--- src/rtl/conv_pkg.sv ---
// Constants shared between the conv-2D adder stage and the result serializer.
package conv_pkg;
  localparam int bitsize    = 14;
  localparam int NUM_CH     = 16;
  localparam int CH_W       = $clog2(NUM_CH);
  localparam int NUM_PIXELS = 12544;
  localparam int ADDR_W     = 14;
  localparam int FIFO_DEPTH = 2;
  localparam int VEC_W      = bitsize * NUM_CH;

  // Read-side state: IDLE while the vector FIFO is empty, SEND while a head entry is streamed.
  typedef enum logic {
    RD_IDLE = 1'b0,
    RD_SEND = 1'b1
  } rd_state_t;
endpackage

--- src/rtl/conv_2d_result_serializer_if.sv ---
// Channel-sum input and serialized beat output bundle of the result serializer.
// Handshake: a beat transfers on a rising edge where valid_out && ready_in; once
// valid_out rises it stays high with dataout/ch_idx/pix_addr stable until that
// transfer. valid_in is a one-cycle qualifier with no back-pressure.
interface conv_2d_result_serializer_if;
  import conv_pkg::*;

  logic [VEC_W-1:0]          data_in;
  logic                      valid_in;
  logic signed [bitsize-1:0] dataout;
  logic [CH_W-1:0]           ch_idx;
  logic [ADDR_W-1:0]         pix_addr;
  logic                      valid_out;
  logic                      ready_in;
  logic                      last_ch;
  logic                      frame_done;
  logic                      overflow;
  logic                      busy;

  // Producer/consumer side: drives the adder vector and downstream ready.
  modport master (
    output data_in, valid_in, ready_in,
    input  dataout, ch_idx, pix_addr, valid_out, last_ch, frame_done, overflow, busy
  );

  // Serializer side.
  modport slave (
    input  data_in, valid_in, ready_in,
    output dataout, ch_idx, pix_addr, valid_out, last_ch, frame_done, overflow, busy
  );
endinterface

--- src/rtl/conv_2d_vec_fifo.sv ---
// Small synchronous FIFO of {pixel address, channel vector} entries. A push while
// full is taken when a pop happens in the same cycle; pops on empty are ignored.
module conv_2d_vec_fifo #(
  parameter  int WIDTH = 238,
  parameter  int DEPTH = 2,
  localparam int PTR_W = (DEPTH > 1) ? $clog2(DEPTH) : 1,
  localparam int CNT_W = $clog2(DEPTH + 1)
) (
  input  logic             clk,
  input  logic             rst,
  input  logic             push,
  input  logic             pop,
  input  logic [WIDTH-1:0] wdata,
  output logic [WIDTH-1:0] rdata,
  output logic             full,
  output logic             empty,
  output logic [CNT_W-1:0] count
);
  logic [WIDTH-1:0] mem [DEPTH];
  logic [PTR_W-1:0] wr_ptr;
  logic [PTR_W-1:0] rd_ptr;
  logic             pop_ok;
  logic             push_ok;

  assign empty   = (count == '0);
  assign full    = (count == CNT_W'(DEPTH));
  assign pop_ok  = pop && !empty;
  assign push_ok = push && (!full || pop_ok);
  assign rdata   = mem[rd_ptr];

  // Storage write; contents need no reset because count gates visibility.
  always_ff @(posedge clk) begin
    if (push_ok && !rst) mem[wr_ptr] <= wdata;
  end

  // Pointers and occupancy; DEPTH is a power of two so pointers wrap naturally.
  always_ff @(posedge clk) begin
    if (rst) begin
      wr_ptr <= '0;
      rd_ptr <= '0;
      count  <= '0;
    end else begin
      if (push_ok) wr_ptr <= wr_ptr + 1'b1;
      if (pop_ok)  rd_ptr <= rd_ptr + 1'b1;
      case ({push_ok, pop_ok})
        2'b10:   count <= count + 1'b1;
        2'b01:   count <= count - 1'b1;
        default: count <= count;
      endcase
    end
  end
endmodule

--- src/rtl/conv_2d_result_serializer.sv ---
// Buffers 16-channel sum vectors from the adder stage and streams them out one
// channel per beat, tagged with channel index and pixel address.
module conv_2d_result_serializer #(
  parameter int FIFO_DEPTH = conv_pkg::FIFO_DEPTH,
  parameter int NUM_PIXELS = conv_pkg::NUM_PIXELS
) (
  input  logic                      clk,
  input  logic                      rst,
  conv_2d_result_serializer_if.slave bus,
  output conv_pkg::rd_state_t       fsm_state
);
  import conv_pkg::*;

  localparam int ENT_W = VEC_W + ADDR_W;
  localparam int CNT_W = $clog2(FIFO_DEPTH + 1);

  rd_state_t         state_q;
  rd_state_t         state_d;
  logic [CH_W-1:0]   ch_q;
  logic [ADDR_W-1:0] wr_pix_q;
  logic              overflow_q;
  logic              frame_done_q;

  logic [ENT_W-1:0]  fifo_rdata;
  logic              fifo_full;
  logic              fifo_empty;
  logic [CNT_W-1:0]  fifo_count;

  logic [VEC_W-1:0]  head_vec;
  logic [ADDR_W-1:0] head_addr;
  logic              valid_out;
  logic              is_last;
  logic              xfer;
  logic              pop;
  logic              push_ok;

  conv_2d_vec_fifo #(
    .WIDTH (ENT_W),
    .DEPTH (FIFO_DEPTH)
  ) u_fifo (
    .clk   (clk),
    .rst   (rst),
    .push  (bus.valid_in),
    .pop   (pop),
    .wdata ({wr_pix_q, bus.data_in}),
    .rdata (fifo_rdata),
    .full  (fifo_full),
    .empty (fifo_empty),
    .count (fifo_count)
  );

  assign head_vec  = fifo_rdata[VEC_W-1:0];
  assign head_addr = fifo_rdata[ENT_W-1:VEC_W];
  assign valid_out = (state_q == RD_SEND);
  assign is_last   = (ch_q == CH_W'(NUM_CH - 1));
  assign xfer      = valid_out && bus.ready_in;
  assign pop       = xfer && is_last;
  // Mirrors the FIFO's own accept rule so the pixel counter and overflow agree with it.
  assign push_ok   = bus.valid_in && (!fifo_full || pop);

  // Read FSM state register.
  always_ff @(posedge clk) begin
    if (rst) state_q <= RD_IDLE;
    else     state_q <= state_d;
  end

  // Next state tracks FIFO occupancy: SEND exactly when an entry is at the head.
  always_comb begin
    state_d = state_q;
    case (state_q)
      RD_IDLE: if (push_ok) state_d = RD_SEND;
      RD_SEND: if (pop && !push_ok && fifo_count == CNT_W'(1)) state_d = RD_IDLE;
      default: state_d = RD_IDLE;
    endcase
  end

  // Channel counter advances per transfer and returns to 0 when the head pops.
  always_ff @(posedge clk) begin
    if (rst)       ch_q <= '0;
    else if (xfer) ch_q <= is_last ? '0 : ch_q + 1'b1;
  end

  // Write pixel counter advances only for accepted vectors and wraps per frame.
  always_ff @(posedge clk) begin
    if (rst)
      wr_pix_q <= '0;
    else if (push_ok)
      wr_pix_q <= (wr_pix_q == ADDR_W'(NUM_PIXELS - 1)) ? '0 : wr_pix_q + 1'b1;
  end

  // Sticky drop flag and registered end-of-frame pulse.
  always_ff @(posedge clk) begin
    if (rst) begin
      overflow_q   <= 1'b0;
      frame_done_q <= 1'b0;
    end else begin
      if (bus.valid_in && !push_ok) overflow_q <= 1'b1;
      frame_done_q <= pop && (head_addr == ADDR_W'(NUM_PIXELS - 1));
    end
  end

  assign bus.dataout    = valid_out ? head_vec[ch_q*bitsize +: bitsize] : '0;
  assign bus.pix_addr   = valid_out ? head_addr : '0;
  assign bus.ch_idx     = ch_q;
  assign bus.valid_out  = valid_out;
  assign bus.last_ch    = valid_out && is_last;
  assign bus.frame_done = frame_done_q;
  assign bus.overflow   = overflow_q;
  assign bus.busy       = !fifo_empty;
  assign fsm_state      = state_q;
endmodule

--- src/flat_wrapper.sv ---
// flat-port wrapper written by rule: the top's interface ports become plain ports
module conv_2d_result_serializer_flat import conv_pkg::*;
#(
  parameter int FIFO_DEPTH = conv_pkg::FIFO_DEPTH,
  parameter int NUM_PIXELS = conv_pkg::NUM_PIXELS
)
  (clk, rst, fsm_state, bus_data_in, bus_valid_in, bus_ready_in, bus_dataout, bus_ch_idx, bus_pix_addr, bus_valid_out, bus_last_ch, bus_frame_done, bus_overflow, bus_busy);
  conv_2d_result_serializer_if bus_i ();
  input  logic clk;
  input  logic rst;
  output conv_pkg::rd_state_t fsm_state;
  input wire logic [$bits(bus_i.data_in)-1:0] bus_data_in;
  input wire logic [$bits(bus_i.valid_in)-1:0] bus_valid_in;
  input wire logic [$bits(bus_i.ready_in)-1:0] bus_ready_in;
  output wire logic [$bits(bus_i.dataout)-1:0] bus_dataout;
  output wire logic [$bits(bus_i.ch_idx)-1:0] bus_ch_idx;
  output wire logic [$bits(bus_i.pix_addr)-1:0] bus_pix_addr;
  output wire logic [$bits(bus_i.valid_out)-1:0] bus_valid_out;
  output wire logic [$bits(bus_i.last_ch)-1:0] bus_last_ch;
  output wire logic [$bits(bus_i.frame_done)-1:0] bus_frame_done;
  output wire logic [$bits(bus_i.overflow)-1:0] bus_overflow;
  output wire logic [$bits(bus_i.busy)-1:0] bus_busy;
  assign bus_i.data_in = bus_data_in;
  assign bus_i.valid_in = bus_valid_in;
  assign bus_i.ready_in = bus_ready_in;
  assign bus_dataout = bus_i.dataout;
  assign bus_ch_idx = bus_i.ch_idx;
  assign bus_pix_addr = bus_i.pix_addr;
  assign bus_valid_out = bus_i.valid_out;
  assign bus_last_ch = bus_i.last_ch;
  assign bus_frame_done = bus_i.frame_done;
  assign bus_overflow = bus_i.overflow;
  assign bus_busy = bus_i.busy;
  conv_2d_result_serializer #(.FIFO_DEPTH(FIFO_DEPTH), .NUM_PIXELS(NUM_PIXELS)) u_core (.clk(clk), .rst(rst), .bus(bus_i), .fsm_state(fsm_state));
endmodule
--- config.mk ---
export PLATFORM = sky130hd
export DESIGN_NAME = conv_2d_result_serializer_flat
export DESIGN_NICKNAME = d
export VERILOG_FILES = /design/src/rtl/conv_pkg.sv /design/src/rtl/conv_2d_result_serializer_if.sv /design/src/rtl/conv_2d_vec_fifo.sv /design/src/rtl/conv_2d_result_serializer.sv /design/src/flat_wrapper.sv
export SDC_FILE = /design/constraint.sdc
export NUM_CORES = 1
export LEC_CHECK = 0
export CORE_MARGIN = 1.5
export CORE_UTILIZATION = 50
export CTS_BUF_LIST = sky130_fd_sc_hd__clkbuf_4 sky130_fd_sc_hd__clkbuf_8
export CTS_CLUSTER_DIAMETER = 40
export DETAILED_ROUTE_END_ITERATION = 16
export PLACE_DENSITY = 0.74
export SLEW_MARGIN = 15
export SYNTH_ARGS = -nofsm -noshare
export SYNTH_HDL_FRONTEND = slang
export SYNTH_SLANG_ARGS = --single-unit
--- constraint.sdc ---
create_clock -name clk -period 45.7 [get_ports clk]
set_input_delay 6.855 -clock clk [delete_from_list [all_inputs] [get_ports clk]]
set_output_delay 6.855 -clock clk [all_outputs]
set_load 0.02 [all_outputs]
---- After elaboration in Yosys (flattened, before gate mapping) ----
Memory sizes are Yosys's and may differ from the RTL's. A register that Yosys moved wholly into a read port is not among the register bits.
Index checks and enable logic that the tools add are counted.
word-level totals
  register bits ........................... 25
  memory bits (writable) .................. 476
  output and inout port bits .............. 38
  logic and storage cells ................. 56
  memories kept ........................... 1
cells by class
  add/sub/neg operators ................... 6
  $mul .................................... 1
  equality and inequality tests ........... 7
  shifts and indexed selects .............. 1
  muxes and demuxes ....................... 12
  bitwise operators ....................... 1
  reduce and logical (&&, ||, !) cells .... 19
memory list
  name               depth  width  rd ports  clocked after memory_dff  wr ports  RTL line                text
  u_core.u_fifo.mem  2      238    1         1                         1         conv_2d_vec_fifo.sv:19  logic [WIDTH-1:0] mem [DEPTH];
operator list
  kind                   number
  $shiftx 224x9->14      1
  $mux 14                3
  $eq 14x14->1 const B   2
  $add 14x1->14 const B  1
  $logic_and 1x1->1      11
  $mul 4x3->7 const B    1
  $mux 1                 6
  $add 4x1->4 const B    1
  $eq 2x1->1 const B     2
  $eq 2x2->1 const B     2
  $eq 4x4->1 const B     1
  $logic_not 1->1        4
  $mux 4                 1
  $pmux 2 s2             1
  $add 1x1->1 const B    2
  $add 2x1->2 const B    1
  $logic_not 2->1        1
  $logic_or 1x1->1       2
  $pmux 1 s2             1
  $reduce_bool 2->1      1
  $sub 2x1->2 const B    1
  $not 1->1              1

---- Logic depth before layout (Yosys ltp) ----
Gate-level depths: netlist of run 1.
  depth in word-level cells ............... 9
  gate-level depth with buffers ........... 8
  gate-level depth less buffers ........... 6

---- Hierarchy ----
From an unflattened synthesis of run 1, not the netlist that was laid out.
unflattened totals
  cell total of the unflattened synthesis .. 1088
  area, all modules ....................... 20803.7 um^2
by module, submodules not included
  module                     instances  cells an instance  area an instance (um^2)  sequential area each (um^2)
  conv_2d_vec_fifo           1          770                17508.0                  14393.8
  conv_2d_result_serializer  1          318                3295.7                   420.4

---- Worst setup path before layout of run 1 ----
OpenSTA, ideal clock, no wires.
  path type ............................... input-to-reg
  from .................................... in bus_ready_in
  to ...................................... mem u_core.u_fifo.mem[1][0] (enable)
  library setup time ...................... 1177 ps
  data arrival time ....................... 24658 ps
  required time ........................... 44523 ps
  path slack .............................. 19865 ps
  stages .................................. 4
  buffers on the path ..................... 0
  path through ............................ nand3_1 > nor3_1 > o21ai_0 > nor3b_1
between the ends
  longest elaborated chain between the ends .. 8
ends and longest elaborated chain
  item                          RTL line                         text
  start: declaration            flat_wrapper.sv:14               input wire logic [$bits(bus_i.ready_in)-1:0] bus_ready_in;
  $logic_and 1x1->1             conv_2d_result_serializer.sv:56  assign xfer = valid_out && bus.ready_in;
  $logic_and 1x1->1             conv_2d_result_serializer.sv:57  assign pop = xfer && is_last;
  $logic_and 1x1->1             conv_2d_vec_fifo.sv:27           assign pop_ok = pop && !empty;
  $logic_or 1x1->1              conv_2d_vec_fifo.sv:28           assign push_ok = push && (!full || pop_ok);
  $logic_and 1x1->1             conv_2d_vec_fifo.sv:28
  $logic_and 1x1->1             conv_2d_vec_fifo.sv:33           if (push_ok && !rst) mem[wr_ptr] <= wdata;
  $mux 1                        conv_2d_vec_fifo.sv:33
  $mux 1 (not written as such)  conv_2d_vec_fifo.sv:33
  end: declaration              conv_2d_vec_fifo.sv:19
No other way between the ends.

==> out/metrics.yaml, run 1 <==
drt:
  ant_nets: 0
  vias_per_cell: 5.70
  wl_um: 44600
  post-route-drc-count: 0
  first_pass_iters: 5
  vias: 10600
  wire_per_inst_um: 24.0
  drt_iter0_markers: 654
synthesis:
  synth-xor-area-share: 0.00133
  syn_nets: 1202
  synth_adder_area_share: 0.00317
  yosysMostFrequentCell: "edfxtp_1"
  yosysTopAreaCell: "edfxtp_1"
  synthMuxAreaShare: 0.152
  synthArstFlopShare: 0
  synth_top_family_by_area: "multiplexers"
  ys.flop_type: "edfxtp_1"
  synth-edff-count: 476
  ys_ff_latch: 502
  synthSimpleGateAreaFrac: 0.0294
  synth.area.top_cells: "edfxtp_1 (72%), mux4_2 (9.7%), dfxtp_1 (2.6%)"
  netlist_area_mm2: 0.0197
  syn_inst: 969
  synth_seq_area_share: 0.751
  synth_cell_type_count: 53
  netlist.area_leader.share: 0.724
  synth-compound-area-share: 0.0417
  syn_area_per_cell_um2: 20.4
  synthTopCellsByCount: "edfxtp_1 (476), mux4_2 (85), mux2i_1 (40)"
  yosysWarnings: 0
power:
  p_per_area_mw_per_mm2: 42.5
  p_leak_nw: 7.66
  ir_drop_uv: 27.3
cts:
  clock_latency_ps: 630
  post_cts_buffers: 0
  ctsHoldBuffers: 0
  cts.sinks: 502
  h-tree-depth: 3
  clockRootBuffer: "clkbuf_8"
  path_clk_slew_ps: 60
  ctsResizeCount: 0
  cts_tree: "yes"
  cts_made_buffers: 84
  clk_path_buf_depth: 3
layout:
  fill_cells: 2755
  drive_gt1_frac: 0.203
  final_area_mm2: 0.0245
  area_growth_pct: 23.9
  num-nets-final: 1508
floorplanning:
  io_pins: 266
  dieArea_mm2: 0.0407
  core_area_mm2: 0.0388
  dieWidth_um: 202
  initial_core_util: 0.508
  die_y_um: 202
  row_count: 72
min_path:
  worstHoldPathCells: 2
  holdCritStartpoint: "u_core.bus.overflow"
  hold_path_end: "u_core.bus.overflow"
  hp-class: "flop to flop"
worst_setup_path:
  worst_r2r_path_depth: 7
  r2r-end: "u_core.u_fifo.mem[1][174]"
  timing.rr.start: "u_core.bus.ch_idx[1]"
  worstSetupPathType: "flop to output port"
  crit_required_ps: 38850
  reg2reg_setup_slack_ps: 41230
  critPathLaunchType: "flop"
  crit_path_end_kind: "output port"
  worstPathArrival_ps: 4610
  crit_path_max_fanout: 53
timing:
  worst_pin_slew_ps: 1390
  timing.final.crit_period_ps: 11460
  drv_slew: 0
  relSlewSlack: 0.0761
  period_share: 0.251
  setup_viol_count_final: 0
  hold_violations: 0
  fin_setup_tns_ps: 0
  skew_ps: 31.8
  clock.fmax_ghz: 0.0872
  rsz0062_at_grt: "no"
placed_design:
  gp_congestion: 0.772
  dp_hpwl_um: 29000
  place_area_mm2: 0.0228
  portBuffers: 265
grt:
  grt_usage: 0.222
  grt_pass1_vias: 11200
  grt-ovfl-total: 0
  grt_pass1_wl_um: 66600
  antenna_found_initial: 7
  grt_start_max_net_pins: 177
job:
  max-cap-violations: 0
status:
  status: "completed"
-- registers in the layout (all words and copies together), names as in the netlist, named ones only --
signal	cells
u_core.bus.overflow	1
u_core.bus.frame_done	1
u_core.u_fifo.mem	476
u_core.wr_pix_q	14
u_core.bus.valid_out	1
u_core.u_fifo.count	2
u_core.u_fifo.wr_ptr	1
u_core.bus.ch_idx	4
u_core.u_fifo.rd_ptr	1
-- per-layer routing --
metal  part of all wire  track usage  up-vias  wire, um
met4              0.018       0.0677        8       793
met2               0.51        0.378      388     22900
met1               0.39        0.279     5441     17500
met5             0.0014            0        -        62
met3              0.074       0.0591       61      3290
li1                   -            -     4706         -
-- through the flow --
stage                     total power, mW  setup slack [ps]  hold WS, ps  utilization  instances
after floorplan                     0.626             19860          454            -        969
final                                1.04             34240          472        0.630       1859
after CTS                            1.05             34120          475        0.630       1856
after global placement              0.657             34810          466        0.587       1707
after detailed placement            0.660             34820          462        0.587       1707
after global routing                 1.08             34020          534        0.630       1857
-- power breakdown --
part	switching, mW	internal (mW)
logic	0.0548	0.0460
registers	0.00842	0.540
clock network	0.172	0.217
-- worst max path at each step --
stage / end / depth (start not counted) / startpoint
after global routing: bus_dataout[2] / 6 / flop
after detailed placement: bus_dataout[2] / 6 / flop
after global placement: bus_dataout[2] / 6 / flop
after CTS: bus_dataout[2] / 6 / flop
final: bus_dataout[2] / 6 / flop
after floorplan: u_core.u_fifo.mem[1][0] / 4 / bus_ready_in
-- worst max-delay path: stages, from the launching register on --
cell,delay [ps]
dfxtp_4,960
buf_4,800
mux4_1,640
mux2_2,280
o221ai_1,410
a31oi_1,220
clkdlybuf4s50_1,620
-- area by class of cell --
class / instances / area, um2 / area share
Multi-Input combinational cell: 400 / 4500 / 0.184
Timing Repair Buffer: 278 / 2780 / 0.113
Antenna cell: 3 / 7.51 / 0.000307
Sequential cell: 502 / 14800 / 0.606
Clock buffer: 113 / 1410 / 0.0575
Clock inverter: 36 / 256 / 0.0105
Inverter: 9 / 33.8 / 0.00138
Tap cell: 518 / 648 / 0.0265
-- cells in the final DEF, fill, tap and decap left out, drive strengths merged, types with 5 or more instances in the layout --
cell and instances:
nand2b 5, dfxtp 26, mux2 30, mux2i 40
a31oi 16, nand2 22, o31ai 9, nor2b 16
o2111ai 6, o221ai 14, or4 9, clkbuf 113
a221oi 8, inv 11, buf 13, nor3 5
clkinv 28, clkdlybuf4s50 265, nor2 12, nand3 15
o21ai 17, mux4 98, ha 5, and3 7
a21oi 23, a22oi 14, edfxtp 476
-- logic make-up (layout without fill, tap and decap cells) --
family          Yosys count  after routing
flops                   502            502
mux                     168            168
compound gates          117            117
simple gates            107            107
buf+inv                  67            436
fa+ha+maj                 5              5
xor+xnor                  3              3
other cells               0              3
No activity file was read; power rests on OpenSTA's default activity.
==> run 2, diff against run 1 <==
==> constraint.sdc (replaced) <==
create_clock -name clk -period 10.9 [get_ports clk]
set_input_delay 1.635 -clock clk [delete_from_list [all_inputs] [get_ports clk]]
set_output_delay 1.635 -clock clk [all_outputs]
set_load 0.02 [all_outputs]
==> run 2 against run 1 <==
Cell area increased by 0.10%. Clock skew increased by 2.0 ps. Worst hold slack about the same. Critical path depth unchanged. Sequential power increased to 4.2 times the previous value. Die area unchanged. Combinational power increased to 4.2 times the previous value. Total power increased to 4.2 times the previous value. Clock-buffer cell count increased by 8. Non-clock buffer count decreased by 1. First-iteration DRC count increased by 52%. Clock power increased to 4.3 times the previous value. Highest routed layer unchanged.
==> out/metrics.yaml, run 2 (same netlist as run 1, synthesis figures left out) <==
timing:
  fin_setup_tns_ps: 0  # unchanged
  setup_ws_ps: 4910  # was 34240 ps
  rsz0062_at_grt: "no"  # unchanged
  period_share: 0.549
  setup_viol_count_final: 0  # unchanged
  worst_pin_slew_ps: 1150  # was 1390 ps
  hold_violations: 0  # unchanged
  timing.final.crit_period_ps: 5990
  relSlewSlack: 0.235  # was 0.0761
  drv_slew: 0  # unchanged
  clock.fmax_ghz: 0.167
  skew_ps: 33.8  # was 31.8 ps
grt:
  grt_pass1_wl_um: 67100  # was 66600 um
  antenna_found_initial: 5  # was 7
  grt-ovfl-total: 0  # unchanged
  grt_start_max_net_pins: 163  # was 177
  grt_pass1_vias: 11000  # was 11.2k
  grt_usage: 0.225  # was 0.222
power:
  p_per_area_mw_per_mm2: 179  # was 42.5 mW/mm2
  p_clk_frac: 0.379  # was 0.375
  p_leak_nw: 7.68  # was 7.66 nW
  pwr-share-comb: 0.096  # was 0.097
  sw_frac_of_total: 0.227  # about the same
  internal_power_mw: 3.39  # was 0.803 mW
  p_sw_mw: 0.996  # was 0.236 mW
  seqPwrFrac: 0.526  # was 0.528
  ir_drop_uv: 109  # was 27.3 uV
layout:
  drive_gt1_frac: 0.208  # was 0.203
  largest_reg_flops: 476  # unchanged
  final_area_mm2: 0.0245  # about the same
  layout_common_cells: "edfxtp_1 (476), clkdlybuf4s50_1 (265), clkbuf_8 (89)"  # unchanged
  fin_cells: 1856  # was 1859
  largest_register: "u_core.u_fifo.mem"  # unchanged
  area_growth_pct: 24.0  # was 23.9%
  num-nets-final: 1506  # was 1508
  finish.utilization: 0.630  # about the same
  mostFrequentLayoutCell: "edfxtp_1"  # unchanged
worst_setup_path:
  worstSetupPathType: "flop to output port"  # unchanged
  critPathLaunchType: "flop"  # unchanged
  critPathSlowestCell: "dfxtp_4"  # unchanged
  critPathBufInv: 2  # unchanged
  max_stage_delay_ps: 890  # was 960 ps
  crit_path_end_kind: "output port"  # unchanged
  cp_cell_sequence: "buf_12 -> mux4_2 -> mux2_2 -> o221ai_1 -> a31oi_1 -> clkdlybuf4s50_1"  # was buf_4 -> mux4_1 -> mux2_2 -> o221ai_1 -> a31oi_1 -> clkdlybuf4s50_1
  cp_top_family: "buffers and inverters"  # unchanged
  crit_path_max_fanout: 100  # was 53
  crit_required_ps: 9270  # was 38850 ps
  worstPathArrival_ps: 4350  # was 4610 ps
placed_design:
  dp_hpwl_um: 29800  # was 29000 um
  dp_slack_ps: 5430  # was 34820 ps
  gp_congestion: 0.809  # was 0.772
  place_area_mm2: 0.0228  # unchanged
  dp_cells: 1706  # was 1707
  portBuffers: 265  # unchanged
cts:
  h-tree-depth: 3  # unchanged
  cts.sinks: 502  # unchanged
  cts_made_buffers: 83  # was 84
  path_clk_slew_ps: 60  # about the same
  ctsResizeCount: 0  # unchanged
  clockRootBuffer: "clkbuf_8"  # unchanged
  cts_tree: "yes"  # unchanged
  post_cts_buffers: 0  # unchanged
  ctsHoldBuffers: 0  # unchanged
  clock_latency_ps: 650  # was 630 ps
  clk_path_buf_depth: 3  # unchanged
drt:
  post-route-drc-count: 0  # unchanged
  drt_iter0_markers: 992  # was 654
  wire_per_inst_um: 24.3  # was 24.0 um
  ant_nets: 0  # unchanged
  first_pass_iters: 5  # unchanged
  vias_per_cell: 5.67  # was 5.70
  vias: 10500  # was 10.6k
  wl_um: 45200  # was 44600 um
floorplanning:
  dieArea_mm2: 0.0407  # unchanged
  die_y_um: 202  # unchanged
  dieWidth_um: 202  # unchanged
  row_count: 72  # unchanged
  core_area_mm2: 0.0388  # unchanged
  initial_core_util: 0.508  # unchanged
  io_pins: 266  # unchanged
min_path:
  hp-class: "flop to flop"  # unchanged
status:
  status: "completed"  # unchanged
job:
  max-cap-violations: 0  # unchanged
[run 2: cell count changes in the layout (fill, tap and decap cells not counted), sizes merged]
cell / change
buf: -1
clkinv: -13
inv: +1
clkinvlp: +2
clkbuf: +8
[run 2: metrics by stage]
step,power (mW),hold WS [ps]
after CTS,4.44,477
final,4.39,472
after global placement,2.76,451
after detailed placement,2.77,462
after floorplan,2.59,454
after global routing,4.56,501
[run 2: per-layer routing]
layer | GRT usage | routed length, um | vias up
met1 | 0.292 | 17500 | 5315
li1 | - | - | 4685
met3 | 0.0569 | 3490 | 75
met2 | 0.375 | 23100 | 445
met5 | 0 | 42 | -
met4 | 0.0746 | 944 | 6
[run 2: path summary, 6_finish.rpt]
kind | startpoint | endpoint | slack (ps) | cells past startpoint
setup / recovery | flop | bus_dataout[7] | 4910 | 6
hold / removal | u_core.bus.overflow | u_core.bus.overflow | 470 | 2
setup reg to reg | u_core.bus.ch_idx[1] | u_core.u_fifo.mem[1][205] | 5680 | 7
hold reg to reg | u_core.bus.overflow | u_core.bus.overflow | 470 | 2
[run 2: worst reg2reg max path, stage by stage (launching register included)]
cell and delay (ps):
dfxtp_4 660, buf_4 870, ha_1 380, nand2_1 100, nor3_1 430, o21ai_0 340
nor3b_4 940, buf_4 1000
[run 2: area by class of cell]
type	count	area, um2
Sequential cell	502	14800
Multi-Input combinational cell	400	4510
Fill cell	2623	14400
Timing Repair Buffer	277	2770
Antenna cell	3	7.51
Tap cell	518	648
Clock inverter	26	221
Clock buffer	121	1470
Inverter	9	33.8
[run 2: power by group through the flow]
stage | registers (mW) | logic, mW | clock network, mW
2_1_floorplan | 2.37 | 0.215 | 0
5_1_grt | 2.32 | 0.447 | 1.79
3_5_place_dp | 2.35 | 0.424 | 0
4_1_cts | 2.31 | 0.426 | 1.70
3_3_place_gp | 2.34 | 0.419 | 0
6_report | 2.31 | 0.420 | 1.66
==> run 3, diff against run 2 <==
--- a/config.mk
+++ b/config.mk
@@ -10,7 +10,7 @@
 export CTS_BUF_LIST = sky130_fd_sc_hd__clkbuf_4 sky130_fd_sc_hd__clkbuf_8
 export CTS_CLUSTER_DIAMETER = 40
 export DETAILED_ROUTE_END_ITERATION = 16
-export PLACE_DENSITY = 0.74
+export PLACE_DENSITY = 0.77
 export SLEW_MARGIN = 15
 export SYNTH_ARGS = -nofsm -noshare
 export SYNTH_HDL_FRONTEND = slang
==> constraint.sdc (replaced) <==
create_clock -name clk -period 5 [get_ports clk]
set_input_delay 0.75 -clock clk [delete_from_list [all_inputs] [get_ports clk]]
set_output_delay 0.75 -clock clk [all_outputs]
set_load 0.02 [all_outputs]
==> run 3 against run 2 <==
Total power rose by 120%. Flip-flop and latch count did not move. Core utilization rose by 0.36 points. Critical path type unchanged. Die area did not move. Setup slack got worse by 4400 ps. Clock power rose by 120%. Cell count rose by 0.70%. Largest cell class unchanged. Global-route usage fell by 0.45 points. Via count rose by 0.60%. Clock skew fell by 8.9 ps. First-iteration DRC count fell by 3.1%. Combinational power rose by 120%.
==> out/metrics.yaml, run 3 (same netlist as run 1, synthesis figures left out) <==
status:
  status: "completed"  # unchanged
layout:
  num-nets-final: 1516  # was 1506
  drive_gt1_frac: 0.213  # was 0.208
  layout_common_cells: "edfxtp_1 (476), clkdlybuf4s50_1 (265), clkbuf_8 (88)"  # was edfxtp_1 (476), clkdlybuf4s50_1 (265), clkbuf_8 (89)
  mostFrequentLayoutCell: "edfxtp_1"  # unchanged
  largest_register: "u_core.u_fifo.mem"  # unchanged
  fin_cells: 1869  # was 1856
  area_growth_pct: 24.7  # was 24.0%
  largest_reg_flops: 476  # unchanged
  final_area_mm2: 0.0246  # was 0.0245 mm2
min_path:
  worstHoldPathCells: 2  # unchanged
  hold_path_end: "u_core.bus.overflow"  # unchanged
  hp-class: "flop to flop"  # unchanged
  holdCritStartpoint: "u_core.bus.overflow"  # unchanged
power:
  internal_power_mw: 7.39  # was 3.39 mW
  p_clk_frac: 0.375  # was 0.379
  sw_frac_of_total: 0.225  # was 0.227
  seqPwrFrac: 0.528  # was 0.526
  ir_drop_uv: 303  # was 109 uV
  p_leak_nw: 7.74  # was 7.68 nW
  p_sw_mw: 2.14  # was 0.996 mW
  p_per_area_mw_per_mm2: 387  # was 179 mW/mm2
  pwr-share-comb: 0.097  # was 0.096
timing:
  clock.fmax_ghz: 0.223
  fin_setup_tns_ps: 0  # unchanged
  setup_viol_count_final: 0  # unchanged
  rsz0062_at_grt: "no"  # unchanged
  timing.final.crit_period_ps: 4480
  worst_pin_slew_ps: 1010  # was 1150 ps
  relSlewSlack: 0.324  # was 0.235
  hold_violations: 0  # unchanged
  skew_ps: 24.9  # was 33.8 ps
  period_share: 0.896
  drv_slew: 0  # unchanged
worst_setup_path:
  cp_cell_sequence: "inv_1 -> buf_4 -> nor2_1 -> a22oi_1 -> a31oi_1 -> clkdlybuf4s50_1"  # was buf_12 -> mux4_2 -> mux2_2 -> o221ai_1 -> a31oi_1 -> clkdlybuf4s50_1
  crit_required_ps: 4250  # was 9270 ps
  max_stage_delay_ps: 980  # was 890 ps
  reg2reg_setup_slack_ps: 1540  # was 5680 ps
  crit_path_end_kind: "output port"  # unchanged
  worst_r2r_path_depth: 6  # was 7
  critPathLaunchType: "flop"  # unchanged
  crit_start: "u_core.bus.ch_idx[0]"
  timing.rr.start: "u_core.bus.ch_idx[0]"  # was u_core.bus.ch_idx[1]
  crit_path_max_fanout: 38  # was 100
  worstPathArrival_ps: 3730  # was 4350 ps
  worstSetupPathType: "flop to output port"  # unchanged
  r2r-end: "u_core.u_fifo.mem[1][160]"  # was u_core.u_fifo.mem[1][205]
  critPathSlowestCell: "dfxtp_2"  # was dfxtp_4
cts:
  h-tree-depth: 3  # unchanged
  cts_made_buffers: 84  # was 83
  clockRootBuffer: "clkbuf_8"  # unchanged
  cts.sinks: 502  # unchanged
  post_cts_buffers: 0  # unchanged
  ctsHoldBuffers: 0  # unchanged
  cts_tree: "yes"  # unchanged
  clock_latency_ps: 620  # was 650 ps
  ctsResizeCount: 0  # unchanged
  clk_path_buf_depth: 3  # unchanged
  path_clk_slew_ps: 60  # about the same
floorplanning:
  io_pins: 266  # unchanged
  dieArea_mm2: 0.0407  # unchanged
  initial_core_util: 0.508  # unchanged
  core_area_mm2: 0.0388  # unchanged
  dieWidth_um: 202  # unchanged
  row_count: 72  # unchanged
  die_y_um: 202  # unchanged
placed_design:
  dp_cells: 1715  # was 1706
  dp_hpwl_um: 30100  # was 29800 um
  gp_congestion: 0.818  # was 0.809
  place_area_mm2: 0.0229  # was 0.0228 mm2
  portBuffers: 265  # unchanged
drt:
  first_pass_iters: 7  # was 5
  vias_per_cell: 5.67  # about the same
  ant_nets: 0  # unchanged
  vias: 10600  # was 10.5k
  wire_per_inst_um: 23.7  # was 24.3 um
  drt_iter0_markers: 961  # was 992
  post-route-drc-count: 0  # unchanged
  wl_um: 44400  # was 45200 um
grt:
  grt_pass1_wl_um: 66200  # was 67100 um
  grt-ovfl-total: 0  # unchanged
  grt_pass1_vias: 11100  # was 11.0k
  grt_usage: 0.221  # was 0.225
  grt_start_max_net_pins: 142  # was 163
  antenna_found_initial: 7  # was 5
job:
  max-cap-violations: 0  # unchanged
-- run 3: cell count changes in the layout (fill, tap and decap cells not counted), sizes merged --
cell / delta
buf: +9
clkinv: +5
clkbuf: -1
diode: +1
inv: -1
-- run 3: power by group through the flow --
stage	combinational (mW)	clock [mW]	sequential, mW
global route	0.986	3.84	5.05
floorplan	0.476	0	5.13
detailed placement	0.928	0	5.12
CTS	0.932	3.66	5.03
finish	0.922	3.58	5.03
global placement	0.912	0	5.10
-- run 3: layer usage --
metal,wire length [um],GRT usage,up-vias
met1,16800,0.275,5340
met2,22900,0.371,450
li1,-,-,4720
met5,47,0,-
met3,3490,0.0619,71
met4,1120,0.0808,8
-- run 3: final cells by class --
cell class                 instances  area (um2)
antenna                            4        10.0
clock buffer                     120        1450
clock inverter                    30         228
fill                            2661       14200
inverter                           9        33.8
multi-input combinational        400        4540
sequential                       502       14800
tap                              518         648
timing repair buffer             286        2890
-- run 3: stage by stage --
| stage | worst slack [ps] | hold WS [ps] | total power, mW | utilization |
|---|---|---|---|---|
| after global placement | 1120 | 458 | 6.01 | 0.590 |
| after floorplan | -2660 | 454 | 5.60 | - |
| after global routing | 293 | 537 | 9.88 | 0.634 |
| after detailed placement | 1130 | 485 | 6.04 | 0.590 |
| after CTS | 442 | 500 | 9.63 | 0.634 |
| final | 522 | 504 | 9.53 | 0.634 |
-- run 3: worst max path at each step --
stage / to / slack, ps / depth (start not counted)
3_5_place_dp: bus_dataout[5] / 1130 / 6
4_1_cts: bus_dataout[6] / 440 / 6
6_report: bus_dataout[3] / 520 / 6
2_1_floorplan: u_core.u_fifo.mem[1][0] / -2660 / 4
3_3_place_gp: bus_dataout[5] / 1120 / 6
5_1_grt: bus_dataout[5] / 290 / 6
-- run 3: critical path: cells and delay by family (launching register included) --
family,cells,cell delay [ps]
flip-flops,1,980
AO/OA/AOI/OAI,2,650
AND/OR/NAND/NOR,1,390
buffers and inverters,3,1050
